### config.mk
export PLATFORM = sky130hd
export DESIGN_NAME = seq_mult_4x4
export DESIGN_NICKNAME = d
export VERILOG_FILES = /design/src/rtl/seq_mult_4x4.sv
export SDC_FILE = /design/constraint.sdc
export NUM_CORES = 1
export LEC_CHECK = 0
export CAP_MARGIN = 10
export CORE_MARGIN = 3
export CORE_UTILIZATION = 55
export DETAILED_ROUTE_END_ITERATION = 10
export DONT_BUFFER_PORTS = 1
export GPL_ROUTABILITY_DRIVEN = 0
export GPL_TIMING_DRIVEN = 1
export PLACE_DENSITY = 0.66
export SLEW_MARGIN = 10
export SYNTH_ARGS = -nofsm -noshare
export SYNTH_HDL_FRONTEND = slang
export SYNTH_SLANG_ARGS = --single-unit
### constraint.sdc
create_clock -name clk -period 3.3 [get_ports clk]
set_clock_uncertainty 0.2 [all_clocks]
set_input_delay 0.66 -clock clk [delete_from_list [all_inputs] [get_ports clk]]
set_output_delay 0.66 -clock clk [all_outputs]
set_load 0.01 [all_outputs]
### src/rtl/seq_mult_4x4.sv
// Sequential 4x4 unsigned shift-and-add multiplier driving one 4-bit ripple-carry adder stage.
// Four iterations per operation, single-cycle start/done handshake, 8-bit registered product.

module rca4 (
  input  logic [3:0] a,
  input  logic [3:0] b,
  input  logic       cin,
  output logic [3:0] s,
  output logic       cout
);

  always_comb begin
    logic c;
    c = cin;
    s = 4'b0;
    for (int i = 0; i < 4; i++) begin
      s[i] = a[i] ^ b[i] ^ c;
      c    = (a[i] & b[i]) | (c & (a[i] ^ b[i]));
    end
    cout = c;
  end

endmodule

module seq_mult_4x4 (
  input  logic       clk,
  input  logic       rst,
  input  logic       start,
  input  logic [3:0] a,
  input  logic [3:0] b,
  output logic [7:0] p,
  output logic       busy,
  output logic       done
);

  typedef enum logic [1:0] {
    IDLE = 2'd0,
    RUN  = 2'd1,
    DONE = 2'd2
  } state_t;

  state_t      state, state_nxt;
  logic [3:0]  mcand;
  logic [3:0]  acc;
  logic [3:0]  mq;
  logic [1:0]  cnt;

  logic [3:0]  add_b;
  logic [3:0]  add_s;
  logic        add_cout;
  logic [8:0]  shift_in;
  logic [7:0]  shifted;

  // Partial product is either the multiplicand or zero, picked by the current multiplier LSB.
  assign add_b = mq[0] ? mcand : 4'b0;

  rca4 u_add (
    .a    (acc),
    .b    (add_b),
    .cin  (1'b0),
    .s    (add_s),
    .cout (add_cout)
  );

  // Carry is kept as bit 8 so the shift moves it into acc[3] rather than dropping it.
  assign shift_in = {add_cout, add_s, mq};
  assign shifted  = shift_in[8:1];

  always_ff @(posedge clk or posedge rst) begin
    if (rst) state <= IDLE;
    else     state <= state_nxt;
  end

  always_comb begin
    state_nxt = state;
    case (state)
      IDLE:    if (start) state_nxt = RUN;
      RUN:     if (cnt == 2'd3) state_nxt = DONE;
      DONE:    state_nxt = IDLE;
      default: state_nxt = IDLE;
    endcase
  end

  always_ff @(posedge clk or posedge rst) begin
    if (rst) begin
      mcand <= 4'b0;
      acc   <= 4'b0;
      mq    <= 4'b0;
      cnt   <= 2'b0;
      p     <= 8'h00;
    end else begin
      case (state)
        IDLE: begin
          if (start) begin
            mcand <= a;
            mq    <= b;
            acc   <= 4'b0;
            cnt   <= 2'b0;
          end
        end
        RUN: begin
          acc <= shifted[7:4];
          mq  <= shifted[3:0];
          cnt <= cnt + 2'd1;
          if (cnt == 2'd3) p <= shifted;
        end
        default: ;
      endcase
    end
  end

  assign busy = (state == RUN);
  assign done = (state == DONE);

endmodule

==> results of run 1 <==
-- cells in the final DEF, fill, tap and decap left out, drive strengths merged, types with 2 or more instances in the layout --
cell type | netlist | final
dfrtp | 24 | 24
inv | 11 | 11
mux2 | 11 | 11
nor3b | 5 | 5
nor4b | 4 | 4
a211oi | 4 | 4
nand2b | 3 | 3
a22o | 3 | 3
and2 | 3 | 3
fa | 3 | 3
clkbuf | 0 | 3
o2bb2ai | 2 | 2
mux2i | 2 | 2
ha | 2 | 2
-- logic make-up after synthesis --
group           count (synthesis)
compound gates                 11
fa+ha+maj                       5
buf+inv                        14
flops                          24
mux                            13
simple gates                   18
-- area by class of cell --
cell class / instances / area share
Inverter: 11 / 0.03423
Sequential cell: 24 / 0.4979
Tap cell: 25 / 0.02593
Clock inverter: 1 / 0.02490
Clock buffer: 3 / 0.01867
Multi-Input combinational cell: 47 / 0.3983
-- per-stage QoR --
stage	area, um^2	utilization	hold WS (ns)	total power, mW
floorplan	1140	-	0.2561	0.9659
global placement	1154	0.6272	0.2771	1.044
detailed placement	1154	0.6272	0.2868	1.060
CTS	1206	0.6558	0.2368	1.273
global route	1206	0.6558	0.2568	1.370
finish	1206	0.6558	0.1935	1.254
-- worst max path at each step --
stage | from | end
2_1_floorplan | mq[0] | p[6]
3_3_place_gp | mq[0] | p[6]
3_5_place_dp | mq[0] | p[6]
4_1_cts | mq[0] | p[6]
5_1_grt | mq[0] | p[6]
6_report | mq[0] | p[6]
-- routing by layer --
layer  global-route usage  vias up  share of wire
met1               0.2190      297           0.49
met3              0.04011        2          0.036
li1                     -      296              -
met2               0.2754       14           0.47
met5                    0        -              0
met4              0.09170        0         0.0093
-- registers in the layout, indices dropped and copies added (netlist names) --
name,count
mcand,4
cnt,2
acc,4
p,8
state,2
mq,4
-- power by group --
part / switching (mW) / leakage [nW] / internal [mW]
Clock: 0.0872 / 0.0279 / 0.123
Sequential: 0.149 / 0.289 / 0.436
Combinational: 0.197 / 0.253 / 0.262
==> metrics.md, run 1 <==
| Metric | Value |
|---|---|
| Via count | `609` |
| Power per Cell Area | `~1000 nW/um^2` |
| Placed Cells incl. Taps | `107` |
| Cells after Synth | `85` |
| Routed WL | `1.819 mm` |
| Starting Density | `0.6197` |
| Clk Latency, worst-skew pair | `between 0.3 and 0.4 ns` |
| Slowest-stage cell, CP | `dfrtp_1` |
| CP cell instances | `and2_1 -> ha_1 -> fa_1 -> fa_1 -> inv_1 -> fa_1 -> mux2i_1` |
| Total core area | `1839 um^2` |
| IO Count | `21` |
| Top-area cell type share of the netlist area | `0.5269` |
| Postcts setup bufs | `0` |
| Synth top cells by count | `24 x dfrtp_1, 11 x inv_1, 6 x mux2_4, 5 x mux2_2` |
| Max-cap violations | `0` |
| Slew headroom | `0.4222` |
| Worst setup EP type | `flop` |
| # DRC | `0` |
| Final setup viols | `0` |
| Synth Area in Compound Gates | `0.07903` |
| Post-Synthesis Cell Area | `roughly 1100 um^2` |
| R2r worst-path depth | `7` |
| Post-route setup slack | `0.8451 ns` |
| Row cnt | `15` |
| Synth Net Count | `about 100` |
| Largest net degree at the start of global routing | `25` |
| Syn Area/Cell | `13.41 um^2` |
| GRT overflow | `0` |
| Top post-synthesis cells by area | `dfrtp_1 53%, mux2_4 7.9%, fa_1 5.3%` |
| IO Port Bufs | `0` |
| Final nets | `103` |
| Final Hold Viols | `0` |
| Cell with the most instances after synthesis | `dfrtp_1` |
| Dominant synthesized flop cell | `dfrtp_1` |
| Area grow syn2layout | `5.818%` |
| Post-synthesis adder-cell area fraction | `0.07464` |
| Slew Limit Fails | `0` |
| Fillers | `about 160` |
| HP Class | `in2async` |
| Die width | `51.53 um` |
| Final std cells w/o fill | `111` |
| CP Data Required Time | `approximately 3.3 ns` |
| Fmax | `407.4 MHz` |
| Status | `completed` |
| Min cycle time layout | `2.455 ns` |
| Layout cells sized above 1 | `0.1977` |
| Die height | `51.53 um` |
| RSZ-0062 raised after global routing | `no` |
| First-pass DRT Iterations | `3` |
| # hold bufs at CTS | `0` |
| Sequential cell area fraction in the yosys report | `0.5269` |
| WP depth | `7` |
| Dpl ws | `0.8667 ns` |
| Final worst-path cycle share | `0.7439` |
| Average wire per standard cell | `16.39 um` |
| Worst-path clk slew | `0.13 ns` |
| Max VDD drop | `0.0005121 V` |
| # clock sinks | `24` |
| Post-Synth XOR/XNOR Area | `0` |
| Final ANT Viol Nets | `0` |
| FF/Latch Area | `600.6 um^2` |
| R2R Path End | `p[6]` |
| Post-synthesis register bit count | `24` |
| TNS Setup | `0 ns` |
| CP delay by family, top | `adder cells` |
| Vias in the first global route | `726` |
| R2r setup slk | `~0.85 ns` |
| Worst path bufs/invs | `1` |
| Crit path arrival time | `2.49 ns` |
| Synth Area in Simple Gates | `0.1218` |
| Inserted Diodes | `0` |
| Post-synth ARST share | `1.000` |
| Initial antenna violation count | `0` |
| Number of synthesized flops with an enable pin | `0` |
| Die footprint | `between 2000 and 3000 um^2` |
| 1st-iter DRT viols | `6` |
| Largest family of logic cells by synthesized area | `multiplexers` |
| GRT Overall Usage | `0.1732` |
| CTS tree | `yes` |
| DR vias/cell | `5.486` |
| Synth unique cells | `22` |
| RR Startpoint | `mq[0]` |
| Mux contribution to synthesized area | `0.1460` |
| Slowest stage delay, CP | `0.43 ns` |
| Worst-path maximum fanout | `5` |
| Max H-tree Level | `1` |
| Critical Path Most Common Cell | `fa_1` |
| CTS Root Cell | `clkbuf_4` |
| Ys Warns | `0` |
| Synth area leader | `dfrtp_1` |
| CTS max path bufs | `2` |
| CP Class | `reg2reg` |
| TritonCTS buffer count | `3` |
| Startpoint Class | `flop` |
| Post-cts sizing count | `0` |
| Pleak | `0.5695 nW` |
| Global-route wire length before repair | `3.291 mm` |
| HPWL Detailed | `1.314 mm` |
| Slew @ Worst Pin | `0.8658 ns` |
| Multi-input gate area in the final layout | `480.5 um^2` |
(Power assumes the default switching activity.)
==> run 2: changes to the inputs <==
- CORE_UTILIZATION: 55 -> 54
- PLACE_DENSITY: 0.66 -> 0.68
- clock period: 3.3 -> 2.11 ns (I/O delays scaled with it)
==> run 2 against run 1 <==
Effect of this change: the run now ends with negative setup slack left; global-route usage rose by 0.65 points; core utilization is 0.55 points higher; via count is 7.7% higher; total power grew 54%; wire length rose by 7.8%; highest routed layer unchanged; critical path depth did not move; sequential share of layout area shrank 0.91 points; cell area increased by 1.9%; largest cell class unchanged; count of clock-buffer cells in the layout unchanged; critical path type unchanged; final cell count rose by 2.7%; hold slack worse by 0.15 ns.
==> metrics.md, run 2 (synthesis gave the netlist of run 1 again) <==
| Metric | Value |
|---|---|
| Inserted Diodes | `0 (unchanged)` |
| Hold_ws | `0.04842 ns (was 0.1935 ns)` |
| Layout cells sized above 1 | `0.2697 (was 0.1977)` |
| R2R Path End | `p[6] (unchanged)` |
| CP Data Required Time | `2.14 ns (was 3.34 ns)` |
| IO Port Bufs | `0 (unchanged)` |
| Worst-path maximum fanout | `2 (was 5)` |
| Max-cap violations | `0 (unchanged)` |
| GRT overflow | `0 (unchanged)` |
| Max reg flops | `8 (unchanged)` |
| Vias in the first global route | `743 (was 726)` |
| HP Class | `in2reg (was in2async)` |
| Slowest-stage cell, CP | `dfrtp_1 (unchanged)` |
| WP depth | `7 (unchanged)` |
| Via count | `656 (was 609)` |
| CTS Root Cell | `clkbuf_4 (unchanged)` |
| Hold Path Depth | `2` |
| Status | `finished, violations left (was completed)` |
| # DRC | `0 (unchanged)` |
| Slew headroom | `0.6411 (was 0.4222)` |
| Min cycle time layout | `2.313 ns (was 2.455 ns)` |
| Global-route wire length before repair | `3.505 mm (was 3.291 mm)` |
| Worst path bufs/invs | `1 (unchanged)` |
| First-pass DRT Iterations | `2 (was 3)` |
| Top reg by flops | `p (unchanged)` |
| Dpl ws | `-0.2227 ns (was 0.8667 ns)` |
| Power per Cell Area | `1567 nW/um^2 (was 1040 nW/um^2)` |
| Row cnt | `15 (unchanged)` |
| Commonest non-fill, non-tap cell in the layout | `dfrtp_1 (unchanged)` |
| Critical Path Most Common Cell | `fa_2 (was fa_1)` |
| Final Hold Viols | `0 (unchanged)` |
| IO Count | `21 (unchanged)` |
| Hold path start | `start` |
| Area grow syn2layout | `7.794% (was 5.818%)` |
| Design Area, Final | `1229 um^2 (was 1206 um^2)` |
| DR vias/cell | `5.754 (was 5.486)` |
| Largest net degree at the start of global routing | `16 (was 25)` |
| Slowest stage delay, CP | `0.40 ns (was 0.43 ns)` |
| CP delay by family, top | `adder cells (unchanged)` |
| Commonest non-fill, non-tap cells in the layout | `24 x dfrtp_1, 10 x inv_1, 6 x mux2_4, 5 x mux2_2 (was 24 x dfrtp_1, 11 x inv_1, 6 x mux2_4, 5 x mux2_2)` |
| Die footprint | `2698 um^2 (was 2655 um^2)` |
| Starting Density | `0.6135 (was 0.6197)` |
| # clock sinks | `24 (unchanged)` |
| Worst-path clk slew | `0.12 ns (was 0.13 ns)` |
| Max VDD drop | `0.0009079 V (was 0.0005121 V)` |
| Fillers | `144 (was 162)` |
| Pleak | `0.5710 nW (was 0.5695 nW)` |
| Die width | `51.95 um (was 51.53 um)` |
| Slew @ Worst Pin | `0.5377 ns (was 0.8658 ns)` |
| Total core area | `1858 um^2 (was 1839 um^2)` |
| Worst setup EP type | `flop (unchanged)` |
| Max H-tree Level | `1 (unchanged)` |
| Startpoint Class | `flop (unchanged)` |
| Crit path arrival time | `2.35 ns (was 2.49 ns)` |
| Initial antenna violation count | `0 (unchanged)` |
| HPWL Detailed | `1.445 mm (was 1.314 mm)` |
| Slew Limit Fails | `0 (unchanged)` |
| R2r setup slk | `-0.20 ns (was 0.85 ns)` |
| R2r worst-path depth | `7 (unchanged)` |
| TritonCTS buffer count | `3 (unchanged)` |
| CTS tree | `yes (unchanged)` |
| RSZ-0062 raised after global routing | `yes (was no)` |
| Clk Latency, worst-skew pair | `0.31 ns (about the same)` |
| Post-route setup slack | `-0.2031 ns (was 0.8451 ns)` |
| Final ANT Viol Nets | `0 (unchanged)` |
| Average wire per standard cell | `17.20 um (was 16.39 um)` |
| Failing checks | `negative setup slack` |
| CP cell instances | `and2_4 -> ha_4 -> fa_2 -> fa_2 -> inv_2 -> fa_1 -> mux2i_1 (was and2_1 -> ha_1 -> fa_1 -> fa_1 -> inv_1 -> fa_1 -> mux2i_1)` |
| Worst Hold End | `state[0]` |
| Final setup viols | `2 (was 0)` |
| Final nets | `107 (was 103)` |
| GRT Overall Usage | `0.1796 (was 0.1732)` |
| CP Class | `reg2reg (unchanged)` |
| Final worst-path cycle share | `1.096 (was 0.7439)` |
| Fmax | `432.3 MHz (was 407.4 MHz)` |
| Routed WL | `1.961 mm (was 1.819 mm)` |
| RR Startpoint | `mcand[0] (was mq[0])` |
| Postcts setup bufs | `0 (unchanged)` |
| Placed Area | `1184 um^2 (was 1154 um^2)` |
| Die height | `51.95 um (was 51.53 um)` |
| 1st-iter DRT viols | `11 (was 6)` |
| CTS max path bufs | `2 (unchanged)` |
==> run 2: changes by cell type in the layout (fill, tap and decap cells not counted), sizes merged <==
cell	previous run	this run
buf	0	3
bufinv	1	0
dlygate4sd3	0	1
==> run 2: worst max path at each step <==
stage              from      to
3_3_place_gp   mcand[0]  acc[2]
3_5_place_dp   mcand[0]    p[6]
5_1_grt        mcand[0]    p[6]
4_1_cts        mcand[0]    p[6]
2_1_floorplan     mq[0]    p[6]
6_report       mcand[0]    p[6]
==> run 2: area by class of cell <==
type                    count  area (um^2)  area share
well taps                  25        31.28     0.02546
repair buffers              4        32.53     0.02648
flip-flops and latches     24        600.6      0.4888
multi-input cells          47        500.5      0.4073
clock buffers               3        22.52     0.01833
inverters                  11        41.29     0.03360
==> run 2: where the power goes <==
group | switching (mW) | internal [mW] | total (mW)
combinational | 0.345 | 0.465 | 0.810
sequential | 0.239 | 0.682 | 0.920
clock | 0.129 | 0.0668 | 0.196
total | 0.712 | 1.21 | 1.93
==> run 2: per-stage QoR <==
stage	utilization	setup TNS, ns	total power [mW]	cells
floorplan	-	-0.2696	1.527	85
global placement	0.6370	-0.2779	1.670	110
detailed placement	0.6370	-0.4002	1.713	110
CTS	0.6545	-0.4182	1.906	114
global route	0.6613	-0.5587	2.096	114
finish	0.6613	-0.3848	1.925	114
==> run 2: per-layer routing <==
| metal | vias to the layer above | track usage | wire [um] |
|---|---|---|---|
| met3 | 2 | 0.06877 | 97 |
| li1 | 299 | - | - |
| met1 | 338 | 0.2251 | 825 |
| met5 | - | 0 | 0 |
| met4 | 0 | 0.04803 | 13 |
| met2 | 17 | 0.2887 | 1025 |
==> run 2: worst reg2reg max path, stage by stage, from the launching register on <==
cell	delay (ns)
dfrtp_1	0.40
and2_4	0.17
ha_4	0.15
fa_2	0.35
fa_2	0.34
inv_2	0.06
fa_1	0.40
mux2i_1	0.16
==> run 2: timing repair <==
action / 4_1_cts / 5_1_grt
pin swaps: 1 / 2
setup endpoints to repair: 2 / 5
hold endpoints to repair: 13 / 0
gates cloned: 0 / 0
resized for setup: 0 / 2
hold buffers: 1 / 0
